`src/rtl/uart_rx.sv`:
```
// 8N1 UART receiver: 2-flop input synchronizer, per-bit cycle counter and a
// 3-sample mid-bit majority vote; each received byte is offered on valid/ready.
module uart_rx #(
  parameter int CLKS_PER_BIT = 4
) (
  input  logic       clk,
  input  logic       rst,
  input  logic       rx,
  output logic [7:0] data,
  output logic       valid,
  input  logic       ready,
  output logic       frame_err,
  output logic       overrun
);

  localparam int H = CLKS_PER_BIT / 2;
  localparam logic [7:0] CNT_LAST = 8'(CLKS_PER_BIT - 1);
  localparam logic [7:0] CNT_S0   = 8'(H - 1);
  localparam logic [7:0] CNT_S1   = 8'(H);
  localparam logic [7:0] CNT_VOTE = 8'(H + 1);

  typedef enum logic [2:0] {
    IDLE,
    START,
    DATA,
    STOP,
    WAIT_HIGH
  } state_t;

  state_t     state;
  logic       rx_m;
  logic       rx_s;
  logic [7:0] cnt;
  logic [2:0] idx;
  logic       samp0;
  logic       samp1;
  logic [7:0] shreg;
  logic       done;
  logic       vote;

  // Third sample is rx_s itself, taken in the same cycle the vote is used.
  assign vote = (samp0 & samp1) | (samp0 & rx_s) | (samp1 & rx_s);

  always_ff @(posedge clk or posedge rst) begin
    if (rst) begin
      rx_m <= 1'b1;
      rx_s <= 1'b1;
    end else begin
      rx_m <= rx;
      rx_s <= rx_m;
    end
  end

  always_ff @(posedge clk or posedge rst) begin
    if (rst) begin
      state     <= IDLE;
      cnt       <= 8'd0;
      idx       <= 3'd0;
      samp0     <= 1'b1;
      samp1     <= 1'b1;
      shreg     <= 8'h00;
      done      <= 1'b0;
      data      <= 8'h00;
      valid     <= 1'b0;
      frame_err <= 1'b0;
      overrun   <= 1'b0;
    end else begin
      done      <= 1'b0;
      frame_err <= 1'b0;

      if (state != IDLE && state != WAIT_HIGH) begin
        if (cnt == CNT_S0) samp0 <= rx_s;
        if (cnt == CNT_S1) samp1 <= rx_s;
      end

      case (state)
        IDLE: begin
          // The detection cycle is bit-cycle 0 of the start bit.
          if (!rx_s) begin
            state <= START;
            cnt   <= 8'd1;
          end
        end
        START: begin
          if (cnt == CNT_VOTE && vote) begin
            state <= IDLE;
            cnt   <= 8'd0;
          end else if (cnt == CNT_LAST) begin
            state <= DATA;
            cnt   <= 8'd0;
            idx   <= 3'd0;
          end else begin
            cnt <= cnt + 8'd1;
          end
        end
        DATA: begin
          if (cnt == CNT_VOTE) shreg[idx] <= vote;
          if (cnt == CNT_LAST) begin
            cnt <= 8'd0;
            idx <= idx + 3'd1;
            if (idx == 3'd7) state <= STOP;
          end else begin
            cnt <= cnt + 8'd1;
          end
        end
        STOP: begin
          // Leave mid-stop-bit so a start edge right after one stop bit is caught.
          if (cnt == CNT_VOTE) begin
            cnt <= 8'd0;
            if (vote) begin
              done  <= 1'b1;
              state <= IDLE;
            end else begin
              frame_err <= 1'b1;
              state     <= WAIT_HIGH;
            end
          end else begin
            cnt <= cnt + 8'd1;
          end
        end
        WAIT_HIGH: begin
          if (rx_s) state <= IDLE;
        end
        default: state <= IDLE;
      endcase

      // valid/ready: a byte transfers on any cycle with valid && ready; data is
      // only reloaded when the slot is empty or being emptied in the same cycle.
      if (done) begin
        if (!valid || ready) begin
          data  <= shreg;
          valid <= 1'b1;
          if (valid) overrun <= 1'b0;
        end else begin
          overrun <= 1'b1;
        end
      end else if (valid && ready) begin
        valid   <= 1'b0;
        overrun <= 1'b0;
      end
    end
  end

endmodule

```
`config.mk`:
```
export PLATFORM = sky130hd
export DESIGN_NAME = uart_rx
export DESIGN_NICKNAME = d
export VERILOG_FILES = /design/src/rtl/uart_rx.sv
export SDC_FILE = /design/constraint.sdc
export NUM_CORES = 1
export LEC_CHECK = 0
export ABC_AREA = 0
export CAP_MARGIN = 25
export CORE_MARGIN = 2
export CORE_UTILIZATION = 60
export CTS_BUF_LIST = sky130_fd_sc_hd__clkbuf_2 sky130_fd_sc_hd__clkbuf_4 sky130_fd_sc_hd__clkbuf_8
export CTS_CLUSTER_DIAMETER = 200
export CTS_CLUSTER_SIZE = 20
export DETAILED_ROUTE_END_ITERATION = 6
export HOLD_SLACK_MARGIN = 0.06
export PLACE_DENSITY = 0.82
export SLEW_MARGIN = 10
export SYNTH_ARGS = -nofsm -noshare
export SYNTH_HDL_FRONTEND = slang
export SYNTH_SLANG_ARGS = --single-unit
```
`constraint.sdc`:
```
create_clock -name clk -period 3.5 [get_ports clk]
set_input_delay 0.525 -clock clk [delete_from_list [all_inputs] [get_ports clk]]
set_output_delay 0.525 -clock clk [all_outputs]
set_load 0.05 [all_outputs]
```
Word level (Yosys, flattened, before mapping)
Cells that the tools add are included.
Storage, ports and cells
  register bits after elaboration: 38
  input port bits: 4
  output and inout port bits: 11
  logic and storage cells: 94
Operators by class
  $add $sub $neg: 2
  magnitude comparators: 2
  equality and inequality tests: 19
  muxes and demuxes: 32
  bitwise logic cells: 5
  reductions and logical operators: 21
Operators with widths (number)
  3-bit two-way mux: 11
  8-bit two-way mux: 3
  8-bit one-hot mux with 3 select lines: 1
  8-bit by 2-bit == test with 1-bit output, second input constant: 2
  3-bit one-hot mux with 5 select lines: 1
  2-bit != test, second input constant: 7
  2-bit AND reduction: 7
  1-bit two-way mux: 13
  3-bit != test, second input constant: 3
  8-bit by 1-bit adder with 8-bit output, second input constant: 1
  8-bit bitwise mux: 1
  8-bit by 1-bit == test with 1-bit output, second input constant: 1
  3-bit by 2-bit == test with 1-bit output, second input constant: 2
  3-bit == test, second input constant: 2
  3-bit one-hot mux with 2 select lines: 1
  6-bit AND reduction: 1
  3-bit nonzero test: 2
  1-bit logical AND: 4
  3-bit by 4-bit less-than comparator with 1-bit output, second input constant: 1
  4-bit AND reduction: 1
  2-bit nonzero test: 2
  3-bit by 1-bit adder with 3-bit output, second input constant: 1
  1-bit AND: 3
  1-bit demux with 3-bit select: 1
  8 further kinds: 9

Longest topological paths before layout
  word-level depth: 6
  mapped depth: 6
  depth with buffers taken out: 5

Least setup slack after synthesis
Ideal clock, no wire load.
  path type: reg2reg
  start: reg cnt[0]
  end: reg shreg[2]
  library setup time: 125 ps
  arrival time: 1574 ps
  data required time: 3375 ps
  setup slack: 1801 ps
  cell stages (with the launch flop): 6
  path buffers: 0
  clock period less this slack: 1699 ps
  cell sequence: dfrtp_1 ha_1 nor3b_2 nand3_1 nor4b_2 mux2_2
On the way
  cells in the longest elaborated chain, start to end: 2
Ends and longest elaborated chain
  from (decl): RTL line 33  | logic [7:0] cnt;
  from (signal assigned): RTL line 93  | cnt <= cnt + 8'd1;
  from (signal assigned): RTL line 103  | cnt <= cnt + 8'd1;
  from (signal assigned): RTL line 118  | cnt <= cnt + 8'd1;
  8-bit by 2-bit == test with 1-bit output: RTL line 97  | if (cnt == CNT_VOTE) shreg[idx] <= vote;
  2-bit AND reduction (no source line)
  to (signal, indexed assignment): RTL line 97
  to (decl): RTL line 37  | logic [7:0] shreg;
Every way passes these cells.
A chain may end at the register's enable or synchronous reset.

Worst setup path after layout
  start: reg valid
  end: out valid
RTL lines
  from (decl): RTL line 10  | output logic valid,
  from (signal assigned): RTL line 64  | valid <= 1'b0;
  from (signal assigned): RTL line 132  | valid <= 1'b1;
  from (signal assigned): RTL line 138  | valid <= 1'b0;
No word-level cell between the ends.

==> results.toml <==
[logic_synthesis]
synth-compound-area-share = 0.0598
ys_types = 41
synthTopCellsByArea = "dfrtp_1 46%, mux2_2 9.8%, dfstp_2 5.7%, ha_1 3.4%, nor2_1 2.7%"
yosys.area_share.simple = 0.194
muxShareOfSynthArea = 0.127
yosys.area_share.xor_xnor = 0.0190
synthAdderAreaFrac = 0.0394
yosysWarnings = 0
syn_area_per_cell_um2 = 11.6
synth-seq-area-share = 0.519
netlist_area_um2 = 1840
synth_top_cell_by_area = "dfrtp_1"
synth-seq-cells = 38
synth_top_family_by_area = "simple AND/OR/NAND/NOR gates"
netlist_instances = 158
synth_top_cell_area_share = 0.462
synth_nets = 167

[timing]
setup_tns_ps = 0
drv_slew = 0
setup_viol = 0
hold_viol_final = 0
post-route-min-period_ps = 2080
period_share = 0.594
worstMarginPinSlew_ps = 714
rsz0062_at_grt = "false"
fin_worst_skew_ps = 11.7
slew_headroom = 0.523
setup_slack_ps = 1420
fmax_mhz = 481

[critical_path]
crit_chain = "clkdlybuf4s50_1"
critical_path_arrival_ps = 1550
cp-end-kind = "output port"
crit_type = "reg2out"
path_buf_inv = 1
critical_path.top_delay_family = "buffers and inverters"
critical_path.max_stage_delay_ps = 820
crit_path_max_fanout = 4
start_kind = "flip-flop"
required_ps = 2970
slowest_stage = "clkdlybuf4s50_1"

[floorplan]
die_w_um = 59.4
core_um2 = 2980
die_h_um = 59.4
initial_utilization = 0.618
pin_count = 15
fp-row-count = 20
dieArea_um2 = 3530

[final_layout]
syn_to_final_growth_pct = 10.5
post-route-util = 0.683
finalNetCount = 179
diodes = 0
drive_above_1_share = 0.222
finalInstanceArea_um2 = 2030
mostFrequentLayoutCell = "dfrtp_1"
final_cell_mix = "34 x dfrtp_1, 16 x mux2_2, 14 x clkdlybuf4s50_1"

[placement]
pre_cts_ws_ps = 1560
dpl.hpwl_um = 2300
placed_area_um2 = 1970
portBuffers = 14
gp_congestion = 0.843

[routing]
dr_wl_met3_um = 135
wl_um = 3130
drc_errors = 0
wl_met1_um = 1370
drtIter0Drc = 28
ant_nets = 0
vias = 1221
wl_per_cell_um = 15.4
viasPerCell = 5.99
drt-pass1-iter-count = 4
wl_met2_um = 1570
routed.top_layer = "met4"

[grt]
antenna_found_initial = 0
grt_pass1_vias = 1208
overflow = 0
grt_usage = 0.201
grt_pass1_wl_um = 5110
grt_start_max_net_pins = 39

[clock_tree]
cts_max_level = 2
hold_buffers = 0
cts_resized = 0
cts_root_buf = "clkbuf_4"
post_cts_buffers = 0
cts_buffers = 5
cts.sinks = 38
insertion_delay_ps = 350
clk_transition_reported_paths_ps = 100
clockBufferDepth = 2
tritoncts = "built"

[power_and_ir_drop]
leakage_nw = 0.916
fin_total_pwr_w = 0.00128
ir_worst_vdd_uv = 344
p_per_area_nw_per_um2 = 631

[run]
cap_viol_max_count = 0

[min_path]
hold_path.class = "reg2reg"

[outcome]
status = "finished, final reports clean"
## worst paths after layout
kind                       slack, ps  depth (start not counted)        to    from
max                             1420                          1     valid   valid
min                              370                          0      rx_s    rx_m
min in group asynchronous        570                          3   data[4]     rst
min reg2reg                      370                          0      rx_s    rx_m
max reg2reg                     1590                          5  shreg[0]  cnt[0]
max in group asynchronous       2570                          3      rx_m     rst
## report_power, final
group          leakage (nW)  internal (W)  switching, W  total, W
Clock                0.0343     0.0000965      0.000141  0.000237
Sequential            0.503      0.000524     0.0000974  0.000622
Combinational         0.378      0.000179      0.000244  0.000423
## sequential cells by signal, summed over array words and instances (netlist names)
register,count
cnt,8
done,1
shreg,8
overrun,1
samp0,1
state,3
idx,3
samp1,1
data,8
rx_m,1
frame_err,1
rx_s,1
valid,1
## cells by family (layout without fill, tap and decap cells)
family,Yosys count,after routing
XOR/XNOR,4,4
AND/OR/NAND/NOR,61,61
multiplexers,21,21
AO/OA/AOI/OAI,14,14
flip-flops,38,38
adder cells (fa/ha/maj),6,6
buffers and inverters,14,27
## cells in the mapped netlist, drive strengths merged
cell type,number
o32ai,1
ha,5
a311oi,1
o32a,1
and2,1
nand4b,2
nor3b,4
and3,1
dfstp,4
o21ai,1
nand2,9
nor4,3
xnor2,4
clkbuf,4
o31ai,3
a21oi,2
buf,6
or3,2
a22o,3
nand4,2
maj3,1
nor4b,2
nand2b,7
nor2,13
inv,4
o2bb2ai,1
dfrtp,34
nand3,7
or2,2
nor3,6
mux2i,2
a211oi,1
mux2,19
## final cells by class
class | instances | area, um2
flip-flops and latches | 38 | 956
fillers | 226 | 945
repair buffers | 15 | 148
clock buffers | 6 | 51.3
clock inverters | 2 | 12.5
multi-input cells | 106 | 810
well taps | 33 | 41.3
inverters | 4 | 15.0
## per-layer routing
layer / GRT usage / vias up
li1: - / 581
met1: 0.230 / 602
met2: 0.331 / 30
met3: 0.0721 / 8
met4: 0.0974 / 0
met5: 0 / -
## metrics by stage
step                      std cells  hold WS [ps]
after CTS                       204           366
after detailed placement        196           351
after global routing            204           374
after global placement          196           349
final                           204           366
after floorplan                 158           345
(Power assumes the default switching activity.)
